===== src/rtl/alpha_recursion_unit.sv =====
`default_nettype none
// ============================================================================
// Module      : alpha_recursion_unit
// Description : Forward state-metric (alpha) recursion for an 8-state
//               max-log-MAP turbo decoder. One step updates all eight alphas
//               in a single cycle with saturating arithmetic. The result is
//               then normalised: either the new alpha0 is subtracted
//               (NORM_MODE=0), or the largest new alpha is subtracted
//               (NORM_MODE=1). A programmable block length bounds each run.
//
// Parameters  : W          signed metric width (>= 8)
//               BLK_LEN_W  block-length counter width
//               NORM_MODE  0: subtract new alpha0, 1: subtract max new alpha
//
// Ports       : clk, rst_n            clock, async active-low reset
//               start                 init alphas, sample blk_len/init_known
//               init_known            1: start state known, 0: all alphas 0
//               blk_len               trellis steps in the block
//               in_valid / in_ready   branch-metric handshake
//               m00, m01, m10, m11    signed branch metrics
//               alpha0..alpha7        registered state metrics
//               out_valid, out_index  alpha update strobe and step index
//               busy                  block in progress
//               done                  end-of-block pulse
//
// Revision    : 1.0 - initial release
// ============================================================================
module alpha_recursion_unit #(
    parameter int W         = 16,
    parameter int BLK_LEN_W = 13,
    parameter int NORM_MODE = 0
) (
    input  logic                 clk,
    input  logic                 rst_n,
    input  logic                 start,
    input  logic                 init_known,
    input  logic [BLK_LEN_W-1:0] blk_len,
    input  logic                 in_valid,
    output logic                 in_ready,
    input  logic signed [W-1:0]  m00,
    input  logic signed [W-1:0]  m01,
    input  logic signed [W-1:0]  m10,
    input  logic signed [W-1:0]  m11,
    output logic signed [W-1:0]  alpha0,
    output logic signed [W-1:0]  alpha1,
    output logic signed [W-1:0]  alpha2,
    output logic signed [W-1:0]  alpha3,
    output logic signed [W-1:0]  alpha4,
    output logic signed [W-1:0]  alpha5,
    output logic signed [W-1:0]  alpha6,
    output logic signed [W-1:0]  alpha7,
    output logic                 out_valid,
    output logic [BLK_LEN_W-1:0] out_index,
    output logic                 busy,
    output logic                 done
);

    // Known start state: every state except 0 starts at -2^(W-2).
    // This is well below 0, and it still leaves room for additions without wrap.
    localparam logic signed [W-1:0] C_INIT_NEG = {2'b11, {(W-2){1'b0}}};
    localparam logic signed [W-1:0] C_SAT_MAX  = {1'b0, {(W-1){1'b1}}};
    localparam logic signed [W-1:0] C_SAT_MIN  = {1'b1, {(W-1){1'b0}}};

    typedef enum logic [0:0] {
        S_IDLE = 1'b0,
        S_RUN  = 1'b1
    } state_t;

    state_t                r_state;
    state_t                w_state_nxt;

    logic signed [W-1:0]   r_alpha [8];
    logic                  r_out_valid;
    logic                  r_done;
    logic [BLK_LEN_W-1:0]  r_count;
    logic [BLK_LEN_W-1:0]  r_blk_len;
    logic [BLK_LEN_W-1:0]  r_out_index;

    logic                  w_accept;
    logic                  w_final;
    logic                  w_done_nxt;
    logic [BLK_LEN_W-1:0]  w_count_inc;

    logic signed [W:0]     w_n [8];
    logic signed [W:0]     w_t;
    logic signed [W-1:0]   w_alpha_new [8];

    // ------------------------------------------------------------------
    // Add-compare-select. Both candidate sums are held in W+1 bits,
    // so the sums never wrap.
    // ------------------------------------------------------------------
    function automatic logic signed [W:0] f_acs(
        input logic signed [W-1:0] a_x,
        input logic signed [W-1:0] m_x,
        input logic signed [W-1:0] a_y,
        input logic signed [W-1:0] m_y
    );
        logic signed [W:0] s_x;
        logic signed [W:0] s_y;
        s_x = {a_x[W-1], a_x} + {m_x[W-1], m_x};
        s_y = {a_y[W-1], a_y} + {m_y[W-1], m_y};
        return (s_x > s_y) ? s_x : s_y;
    endfunction

    assign w_n[0] = f_acs(r_alpha[0], m00, r_alpha[1], m11);
    assign w_n[4] = f_acs(r_alpha[1], m00, r_alpha[0], m11);
    assign w_n[1] = f_acs(r_alpha[3], m01, r_alpha[2], m10);
    assign w_n[5] = f_acs(r_alpha[3], m10, r_alpha[2], m01);
    assign w_n[2] = f_acs(r_alpha[5], m10, r_alpha[4], m01);
    assign w_n[6] = f_acs(r_alpha[5], m01, r_alpha[4], m10);
    assign w_n[3] = f_acs(r_alpha[7], m00, r_alpha[6], m11);
    assign w_n[7] = f_acs(r_alpha[7], m11, r_alpha[6], m00);

    // ------------------------------------------------------------------
    // Normalisation reference
    // ------------------------------------------------------------------
    generate
        if (NORM_MODE == 1) begin : g_norm_max
            always_comb begin
                w_t = w_n[0];
                for (int i = 1; i < 8; i++) begin
                    if (w_n[i] > w_t) begin
                        w_t = w_n[i];
                    end
                end
            end
        end else begin : g_norm_alpha0
            assign w_t = w_n[0];
        end
    endgenerate

    // The difference of two (W+1)-bit values needs W+2 bits.
    // The difference saturates to W bits when its top three bits differ.
    generate
        for (genvar g = 0; g < 8; g++) begin : g_norm_lane
            logic signed [W+1:0] w_diff;
            logic                w_ovf;
            assign w_diff = {w_n[g][W], w_n[g]} - {w_t[W], w_t};
            assign w_ovf  = ~((&w_diff[W+1:W-1]) | ~(|w_diff[W+1:W-1]));
            assign w_alpha_new[g] = !w_ovf      ? w_diff[W-1:0] :
                                    w_diff[W+1] ? C_SAT_MIN     : C_SAT_MAX;
        end
    endgenerate

    // ------------------------------------------------------------------
    // Control FSM: next state and handshake
    // ------------------------------------------------------------------
    assign w_count_inc = r_count + BLK_LEN_W'(1);

    always_comb begin
        w_state_nxt = r_state;
        in_ready    = 1'b0;
        busy        = 1'b0;
        w_accept    = 1'b0;
        w_final     = 1'b0;
        w_done_nxt  = 1'b0;

        case (r_state)
            S_IDLE: begin
                if (start && (blk_len != '0)) begin
                    w_state_nxt = S_RUN;
                end
            end
            S_RUN: begin
                in_ready = 1'b1;
                busy     = 1'b1;
                if (start) begin
                    // A restart takes priority, so any step offered in this cycle is dropped.
                    w_state_nxt = (blk_len != '0) ? S_RUN : S_IDLE;
                end else if (in_valid) begin
                    w_accept = 1'b1;
                    w_final  = (w_count_inc == r_blk_len);
                    if (w_final) begin
                        w_state_nxt = S_IDLE;
                    end
                end
            end
            default: begin
                w_state_nxt = S_IDLE;
            end
        endcase

        // A zero-length block completes immediately after start.
        w_done_nxt = (start && (blk_len == '0)) || w_final;
    end

    // ------------------------------------------------------------------
    // State, metrics and status registers
    // ------------------------------------------------------------------
    always_ff @(posedge clk or negedge rst_n) begin
        if (!rst_n) begin
            r_state     <= S_IDLE;
            r_out_valid <= 1'b0;
            r_done      <= 1'b0;
            r_count     <= '0;
            r_blk_len   <= '0;
            r_out_index <= '0;
            for (int i = 0; i < 8; i++) begin
                r_alpha[i] <= '0;
            end
        end else begin
            r_state     <= w_state_nxt;
            r_out_valid <= w_accept;
            r_done      <= w_done_nxt;
            if (start) begin
                r_count     <= '0;
                r_blk_len   <= blk_len;
                r_out_index <= '0;
                r_alpha[0]  <= '0;
                for (int i = 1; i < 8; i++) begin
                    r_alpha[i] <= init_known ? C_INIT_NEG : '0;
                end
            end else if (w_accept) begin
                r_count     <= w_count_inc;
                r_out_index <= w_count_inc;
                for (int i = 0; i < 8; i++) begin
                    r_alpha[i] <= w_alpha_new[i];
                end
            end
        end
    end

    assign alpha0    = r_alpha[0];
    assign alpha1    = r_alpha[1];
    assign alpha2    = r_alpha[2];
    assign alpha3    = r_alpha[3];
    assign alpha4    = r_alpha[4];
    assign alpha5    = r_alpha[5];
    assign alpha6    = r_alpha[6];
    assign alpha7    = r_alpha[7];
    assign out_valid = r_out_valid;
    assign out_index = r_out_index;
    assign done      = r_done;

endmodule
`default_nettype wire


===== config.mk =====
export PLATFORM = sky130hd
export DESIGN_NAME = alpha_recursion_unit
export DESIGN_NICKNAME = d
export VERILOG_FILES = /design/src/rtl/alpha_recursion_unit.sv
export SDC_FILE = /design/constraint.sdc
export NUM_CORES = 1
export LEC_CHECK = 0
export CAP_MARGIN = 10
export CORE_ASPECT_RATIO = 0.9
export CORE_UTILIZATION = 66
export CTS_CLUSTER_DIAMETER = 50
export CTS_CLUSTER_SIZE = 25
export DETAILED_ROUTE_END_ITERATION = 7
export PLACE_DENSITY = 0.89
export REMOVE_ABC_BUFFERS = 1
export SLEW_MARGIN = 20
export SYNTH_ARGS = -nofsm -noshare
export SYNTH_HDL_FRONTEND = slang
export SYNTH_SLANG_ARGS = --single-unit

===== constraint.sdc =====
create_clock -name clk -period 12.5 [get_ports clk]
set_clock_uncertainty 0.15 [all_clocks]
set_input_delay 1.25 -clock clk [delete_from_list [all_inputs] [get_ports clk]]
set_output_delay 1.25 -clock clk [all_outputs]
set_load 0.03 [all_outputs]

Word-level counts from Yosys, hierarchy flattened
Cells that the tools add are included.
{"block": "word_totals", "output_inout_bits": 145, "reg_bits": 157, "wordCells": 128, "inputBits": 82}
{"block": "op_classes", "eq_ne": 1, "n_bitwise": 17, "addsub": 25, "n_reduce_logical": 22, "magnitude_cmp": 8, "muxes": 42}
{"op": "$add A16 B16 Y17", "n": 16}
{"op": "$mux W16", "n": 17}
{"op": "$mux W128", "n": 2}
{"op": "$sub A17 B17 Y18", "n": 8}
{"op": "$gt A17 B17 Y1", "n": 8}
{"op": "$mux W17", "n": 8}
{"op": "$mux W13", "n": 2}
{"op": "$reduce_and A3 Y1", "n": 8}
{"op": "$reduce_or A3 Y1", "n": 8}
{"op": "$add A13 B1 Y13 const B", "n": 1}
{"op": "$eq A13 B13 Y1", "n": 1}
{"op": "$logic_not A13 Y1", "n": 1}
{"op": "$reduce_bool A13 Y1", "n": 1}
{"op": "$mux W1", "n": 12}
{"op": "$not A1 Y1", "n": 9}
{"op": "$or A1 B1 Y1", "n": 8}
{"op": "$logic_and A1 B1 Y1", "n": 2}
{"op": "$pmux W1 S2", "n": 1}
{"op": "$reduce_bool A2 Y1", "n": 1}
{"op": "$logic_or A1 B1 Y1", "n": 1}

Logic depth before layout (Yosys ltp)
Gate-level depths: netlist of run 1.
{"block": "logic_depth", "word_depth": 10, "mapped_depth": 47, "ltp_nobuf": 44}

Worst setup path before layout of run 1
No wires, ideal clock.
{"block": "synth_path", "path_type": "input port to flip-flop", "from": "input m00[1]", "to": "register r_alpha, in the netlist alpha3[1]", "setup_ps": 132, "arrival_ps": 9110, "setup_slack_ps": 3108, "t_required_ps": 12218, "path_buffers": 2, "path_stages": 43, "path_cell_list": "ha_1 a21o_1 a21oi_1 o21bai_1 a21oi_1 o21bai_1 a21oi_1 o21ai_0 a21oi_1 o21bai_1 a21oi_1 nor2b_1 nor3_1 o21bai_1 a21oi_1 xor2_1 inv_1 ha_1 [... 7 more ...] o21ai_0 ha_1 nor2b_1 o21ai_0 a21boi_0 o21ai_0 nand2b_1 and2_1 o21ai_1 a21oi_1 o41ai_1 nor3b_1 a2111oi_0 nor4_1 a2bb2oi_1 a211oi_1 a21o_1 o22ai_1"}
{"block": "synth_via", "elab_chain_cells": 10, "word_cells_on_any_way": 15, "classes_between": "add/sub: 3; order compare: 2; mux: 6; bitwise: 2; reduce/logical: 2"}
{"item": "from (decl)", "line": "40", "text": "input logic signed [W-1:0] m00,"}
{"item": "$add A16 B16 Y17", "line": "100", "text": "s_x = {a_x[W-1], a_x} + {m_x[W-1], m_x};"}
{"item": "$gt A17 B17 Y1", "line": "102", "text": "return (s_x > s_y) ? s_x : s_y;"}
{"item": "$mux W17", "line": "102"}
{"item": "$sub A17 B17 Y18 *", "line": "138", "text": "assign w_diff = {w_n[g][W], w_n[g]} - {w_t[W], w_t};"}
{"item": "$reduce_or A3 Y1", "line": "139", "text": "assign w_ovf = ~((&w_diff[W+1:W-1]) | ~(|w_diff[W+1:W-1]));"}
{"item": "$not A1 Y1", "line": "139"}
{"item": "$or A1 B1 Y1", "line": "139"}
{"item": "$mux W16 *", "line": "140", "text": "assign w_alpha_new[g] = !w_ovf ? w_diff[W-1:0] :"}
{"item": "$mux W128 *", "line": "213", "text": "end else if (w_accept) begin"}
{"item": "$mux W128 *", "line": "205", "text": "if (start) begin"}
{"item": "to (signal, indexed assignment)", "line": "211", "text": "r_alpha[i] <= init_known ? C_INIT_NEG : '0;"}
{"item": "to (signal, indexed assignment)", "line": "217", "text": "r_alpha[i] <= w_alpha_new[i];"}
{"item": "to (decl)", "line": "72", "text": "logic signed [W-1:0] r_alpha [8];"}
Every way passes the cells marked *; elsewhere a longest branch is shown, timed or not. The select of a mux whose other input is x is not followed.
A chain may end at the register's enable or synchronous reset.

Worst setup path after layout of run 1
{"block": "layout_path", "from": "input m00[1]", "to": "register r_alpha, in the netlist alpha4[2]"}
Same word-level chain as after synthesis.

==> results.cfg, run 1 <==
[logic_synthesis]
synth_seq_cells = 141
yosys_warnings = 0
synth_edf_count = 0
synthArstFlopShare_pct = 100.0
synth_area_um2 = 26020
seq_area_frac_synth_pct = 13.56
synthCells = 3348
avgSynthCellArea_um2 = 7.771
synth_cell_type_count = 98
synthFlopType = dfrtp_1

[routing]
vias_per_cell = 6.828
first_pass_iters = 7
drc = 0
routed_wl_um = 97610
ant_nets = 0
drtIter0Drc = 3906
vias = 27797
wire_per_inst_um = 23.98

[sta]
relSlewSlack_pct = 20.85
fin_setup_tns_ns = 0
hold_viol = 0
tightest_slew_ns = 1.187
slew_violations = 0
fin_crit_sh_pct = 94.07
fmax_ghz = 0.08505
grt_setup_unrepaired = no
finalSetupViolations = 0
min_period_ns = 11.76

[global_route]
grt_pass1_vias = 25735
track_usage_pct = 47.65
grt_max_degree = 82
grt_pass1_wl_um = 146300
antenna_found_initial = 1
overflow = 0

[finish]
regArea_um2 = 3528
postLayoutCellArea_um2 = 29260
multi_input_area_um2 = 21230
final_cell_mix = 470 x ha_1, 311 x a21oi_1, 279 x nand2_1, 268 x o21ai_0, 231 x inv_1
drive_gt1_share_pct = 4.571
fill_cells = 2991
num-nets-final = 4104
area_delta_synth_final_pct = 12.46
fin_cells = 4071
post-route-util_pct = 75.75
final_common_cell = ha_1

[setup_path]
crit_fanout = 14
critPathSlowestCell = o31ai_4
r2r_cells = 41
required_ns = 12.70
cp.arrival_ns = 11.96
crit_type = primary input to flip-flop
critPathMaxStageDelay_ns = 0.75
rrSetupSlack_ns = 1.63
worstReg2RegStart = alpha5[1]
worstSetupEndpointType = flip-flop
path_common_cell = a21oi_1
crit_path_start_kind = primary input
reg2reg_to = alpha6[0]

[clocking]
clock_path_buffers = 2
htree_levels = 4
clock_latency_ns = 0.48
clkTransAtPathRegs_ns = 0.06
postCtsSetupBuffers = 0
clock-sinks = 141
cts_buffers = 17
ctsRootBufferMaster = clkbuf_16
tritoncts = done
ctsResizeCount = 0
holdBufCountCts = 0

[hold_path]
hold_path_class = flip-flop to flip-flop
hp-start = r_blk_len[4]
min_to = r_blk_len[4]
whs_path_depth = 1

[placement]
placed_cell_area_um2 = 28650
place.gp.congestion = 1.089
port_buffers = 210
hpwl_um = 79890
place_inst = 4037

[floorplanning]
coreArea_um2 = 38630
die_x_um = 211.3
num_io_pins = 227
rows = 68
dieArea_um2 = 40220
die_y_um = 190.4
start_util_pct = 67.36

[outcome]
status = complete, no violations

[flow_run]
drv_cap = 0
[synthesized netlist by cell type, types with 29 or more instances]
library cell  instances  area (um2)
mux2_2               42       473.0
a21o_1               97       728.2
xnor2_1             191        1673
ha_1                470        5881
o21ai_0             268        1341
nand2b_1             60       375.4
o21ai_1              29       145.1
a21oi_1             312        1562
nand2_1             279        1047
nand4_1              30       187.7
dfrtp_1             141        3528
nor3_1               54       270.3
nand3_1              53       265.3
nor2b_1              76       475.5
o21bai_1             80       600.6
a31oi_1              36       225.2
nor2_1              229       859.6
and3_1               29       181.4
mux2i_1              30       300.3
clkbuf_1             59       221.5
inv_1               231       867.1
xor2_1               93       814.5
o21a_1               48       360.4
[cells by family after synthesis]
group	synth area share, %
flip-flops	13.56
AND/OR/NAND/NOR	16.98
adder cells (fa/ha/maj)	24.37
XOR/XNOR	9.710
AO/OA/AOI/OAI	27.11
buffers and inverters	5.223
multiplexers	3.030
other	0.01441
[worst max-delay path, delay by kind of cell]
kind | cells | cell delay, ns
AO/OA/AOI/OAI | 31 | 7.99
XOR/XNOR | 2 | 0.42
adder cells (fa/ha/maj) | 3 | 0.93
buffers and inverters | 1 | 0.61
multiplexers | 2 | 0.58
AND/OR/NAND/NOR | 1 | 0.15
[registers in the layout, summed over array words and instances, names as in the netlist]
| register | cells |
|---|---|
| alpha5 | 16 |
| alpha2 | 16 |
| r_blk_len | 13 |
| alpha7 | 16 |
| alpha6 | 16 |
| out_valid | 1 |
| alpha1 | 16 |
| alpha3 | 16 |
| r_state | 1 |
| alpha4 | 16 |
| done | 1 |
| out_index | 13 |
[metrics by stage]
step | hold slack [ns] | worst slack, ns
3_5_place_dp | 0.3695 | 0.5292
4_1_cts | 0.3838 | 0.9452
2_1_floorplan | 0.3507 | 2.796
3_3_place_gp | 0.3618 | 0.9647
6_report | 0.3887 | 0.7418
5_1_grt | 0.4036 | 0.1761
[layout make-up]
cell class | count | share of cell area [%]
timing repair buffer | 246 | 8.112
sequential | 141 | 12.06
antenna | 2 | 0.01710
clock inverter | 14 | 0.5474
clock buffer | 18 | 1.501
multi-input combinational | 2893 | 72.54
tap | 525 | 2.245
inverter | 232 | 2.976
[worst max-delay path by stage]
stage	startpoint	to	slack (ns)	cells past startpoint
after floorplan	m00[1]	alpha3[1]	2.80	41
after global placement	m00[1]	alpha4[0]	0.96	40
final	m00[1]	alpha4[2]	0.74	40
after global routing	m01[1]	alpha6[0]	0.18	42
after detailed placement	m00[1]	alpha4[2]	0.53	40
after CTS	m00[1]	alpha4[2]	0.95	40
[per-layer routing]
layer  vias to the layer above  GRT usage [%]  wire, um
li1                      12507              -         -
met4                         0          21.21      4564
met1                     12925          65.42     40070
met3                       365          14.92     14030
met5                         -              0         0
met2                      2000          67.78     38950
Power of run 1 is left out: the tool's default activity adds up to more than one toggle a clock period on the data nets, which glitch-free logic cannot reach.
==> run 2: changes to the inputs <==
--- a/config.mk
+++ b/config.mk
@@ -11,6 +11,7 @@
 export CTS_CLUSTER_DIAMETER = 50
 export CTS_CLUSTER_SIZE = 25
 export DETAILED_ROUTE_END_ITERATION = 7
+export MAX_ROUTING_LAYER = met4
 export PLACE_DENSITY = 0.89
 export REMOVE_ABC_BUFFERS = 1
 export SLEW_MARGIN = 20
==> run 2 against run 1 <==
  * Global-route usage up 0.91 points
  * Clock-buffer cell count grew 1
  * Critical endpoint is now alpha4[1]
  * First-iteration DRC count down 2.9%
  * Sequential share of layout area hardly changed
  * Fmax decreased by 0.98%
  * Sequential cell count unchanged
  * Critical path type unchanged
  * Via count down 0.22%
  * Non-clock buffer count down 1
  * Setup slack got worse by 0.12 ns
  * Cell count about the same
  * Register-to-register slack got worse by 0.05 ns
==> results.cfg, run 2 (same netlist as run 1, synthesis figures left out) <==
[clocking]
clock_latency_ns = 0.48
tritoncts = done
htree_levels = 4
clock_path_buffers = 2
cts_buffers = 17
clkTransAtPathRegs_ns = 0.07
holdBufCountCts = 0
clock-sinks = 141
ctsRootBufferMaster = clkbuf_16

[sta]
fin_setup_tns_ns = 0
fin_crit_sh_pct = 95.00
tightest_slew_ns = 1.222
hold_viol = 0
fmax_ghz = 0.08421
grt_setup_unrepaired = no
min_period_ns = 11.88
relSlewSlack_pct = 17.37
finalSetupViolations = 0
slew_violations = 0

[setup_path]
r2r_cells = 39
cp.arrival_ns = 12.01
crit_path_start_kind = primary input
critPathMaxStageDelay_ns = 0.67
crit_fanout = 14
path_common_cell = a21oi_1
required_ns = 12.63
reg2reg_to = alpha4[1]
crit_type = primary input to flip-flop
worstReg2RegStart = alpha1[1]
rrSetupSlack_ns = 1.58
critPathSlowestCell = o31ai_4
worstSetupEndpointType = flip-flop

[global_route]
track_usage_pct = 48.56
grt_use_met1_pct = 63.48
grt-busiest-layer = met2
antenna_found_initial = 2
grt_pass1_vias = 25656
overflow = 0
use_met3_pct = 15.32
grt_pass1_wl_um = 145100
grt_max_degree = 80
grt_use_met2_pct = 67.27

[hold_path]
whs_path_depth = 1
hp-start = r_blk_len[6]
hold_path_class = flip-flop to flip-flop
min_to = r_blk_len[6]

[placement]
place.gp.congestion = 1.054
hpwl_um = 78910
port_buffers = 210

[floorplanning]
num_io_pins = 227
die_x_um = 211.3
die_y_um = 190.4
rows = 68
start_util_pct = 67.36
dieArea_um2 = 40220
coreArea_um2 = 38630

[outcome]
status = complete, no violations

[finish]
area_delta_synth_final_pct = 12.44
fill_cells = 3018
drive_gt1_share_pct = 4.459
final_common_cell = ha_1
final_cell_mix = 470 x ha_1, 311 x a21oi_1, 279 x nand2_1, 267 x o21ai_0, 231 x inv_1
num-nets-final = 4103

[flow_run]
drv_cap = 0

[routing]
vias_per_cell = 6.811
ant_nets = 0
first_pass_iters = 8
wire_per_inst_um = 23.70
drc = 0
routed_wl_um = 96490
vias = 27735
drtIter0Drc = 3793
## run 2: changes by cell type in the layout (fill, tap and decap cells not counted), sizes merged
cell,change
buf,-1
inv,-4
diode,+2
clkinvlp,-2
clkbuf,+1
bufinv,+1
clkinv,+4
## run 2: what timing repair did
action                     4_1_cts  5_1_grt
resized for setup                0        1
setup buffers                    0        0
setup endpoints to repair        0        2
## run 2: area by class of cell
type	count	area (um2)	share of cell area, %
multi-input combinational	2893	21220	72.54
sequential	141	3528	12.06
timing repair buffer	245	2366	8.088
inverter	232	870.8	2.977
tap	525	656.9	2.246
clock buffer	19	432.9	1.480
clock inverter	13	168.9	0.5774
antenna	4	10.01	0.03422
## run 2: worst max-delay path by stage
stage,startpoint,endpoint,slack (ns),cells past startpoint
final,m00[1],alpha4[1],0.62,40
after global routing,m01[1],alpha1[0],0.12,44
after CTS,m00[1],alpha4[9],0.85,39
after detailed placement,m00[1],alpha4[9],0.39,39
after global placement,m00[1],alpha4[13],0.72,39
after floorplan,m00[1],alpha3[1],2.80,41
## run 2: worst max-delay path, delay by kind of cell
kind / cells / cell delay, ns
simple gates: 1 / 0.14
buf+inv: 1 / 0.60
xor+xnor: 2 / 0.41
mux: 1 / 0.41
compound gates: 32 / 8.25
fa+ha+maj: 3 / 0.92
## run 2: routing by layer
| layer | share of wire (%) | vias to the layer above |
|---|---|---|
| met5 | 0 | - |
| met4 | 5.2 | 0 |
| met3 | 14 | 381 |
| met2 | 40 | 1969 |
| met1 | 41 | 12880 |
| li1 | - | 12505 |
## run 2: through the flow
stage          instances  setup WS, ns  utilization, %  instance area [um2]  hold slack [ns]
3_3_place_gp        4036        0.7192           74.13                28630           0.3628
3_5_place_dp        4036        0.3880           74.13                28630           0.3707
5_1_grt             4070        0.1225           75.72                29250           0.4049
4_1_cts             4068        0.8502           75.68                29230           0.3864
6_report            4072        0.6249           75.73                29250           0.3843
2_1_floorplan       3266         2.796               -                25590           0.3507
Power of run 2 is left out for the same reason.
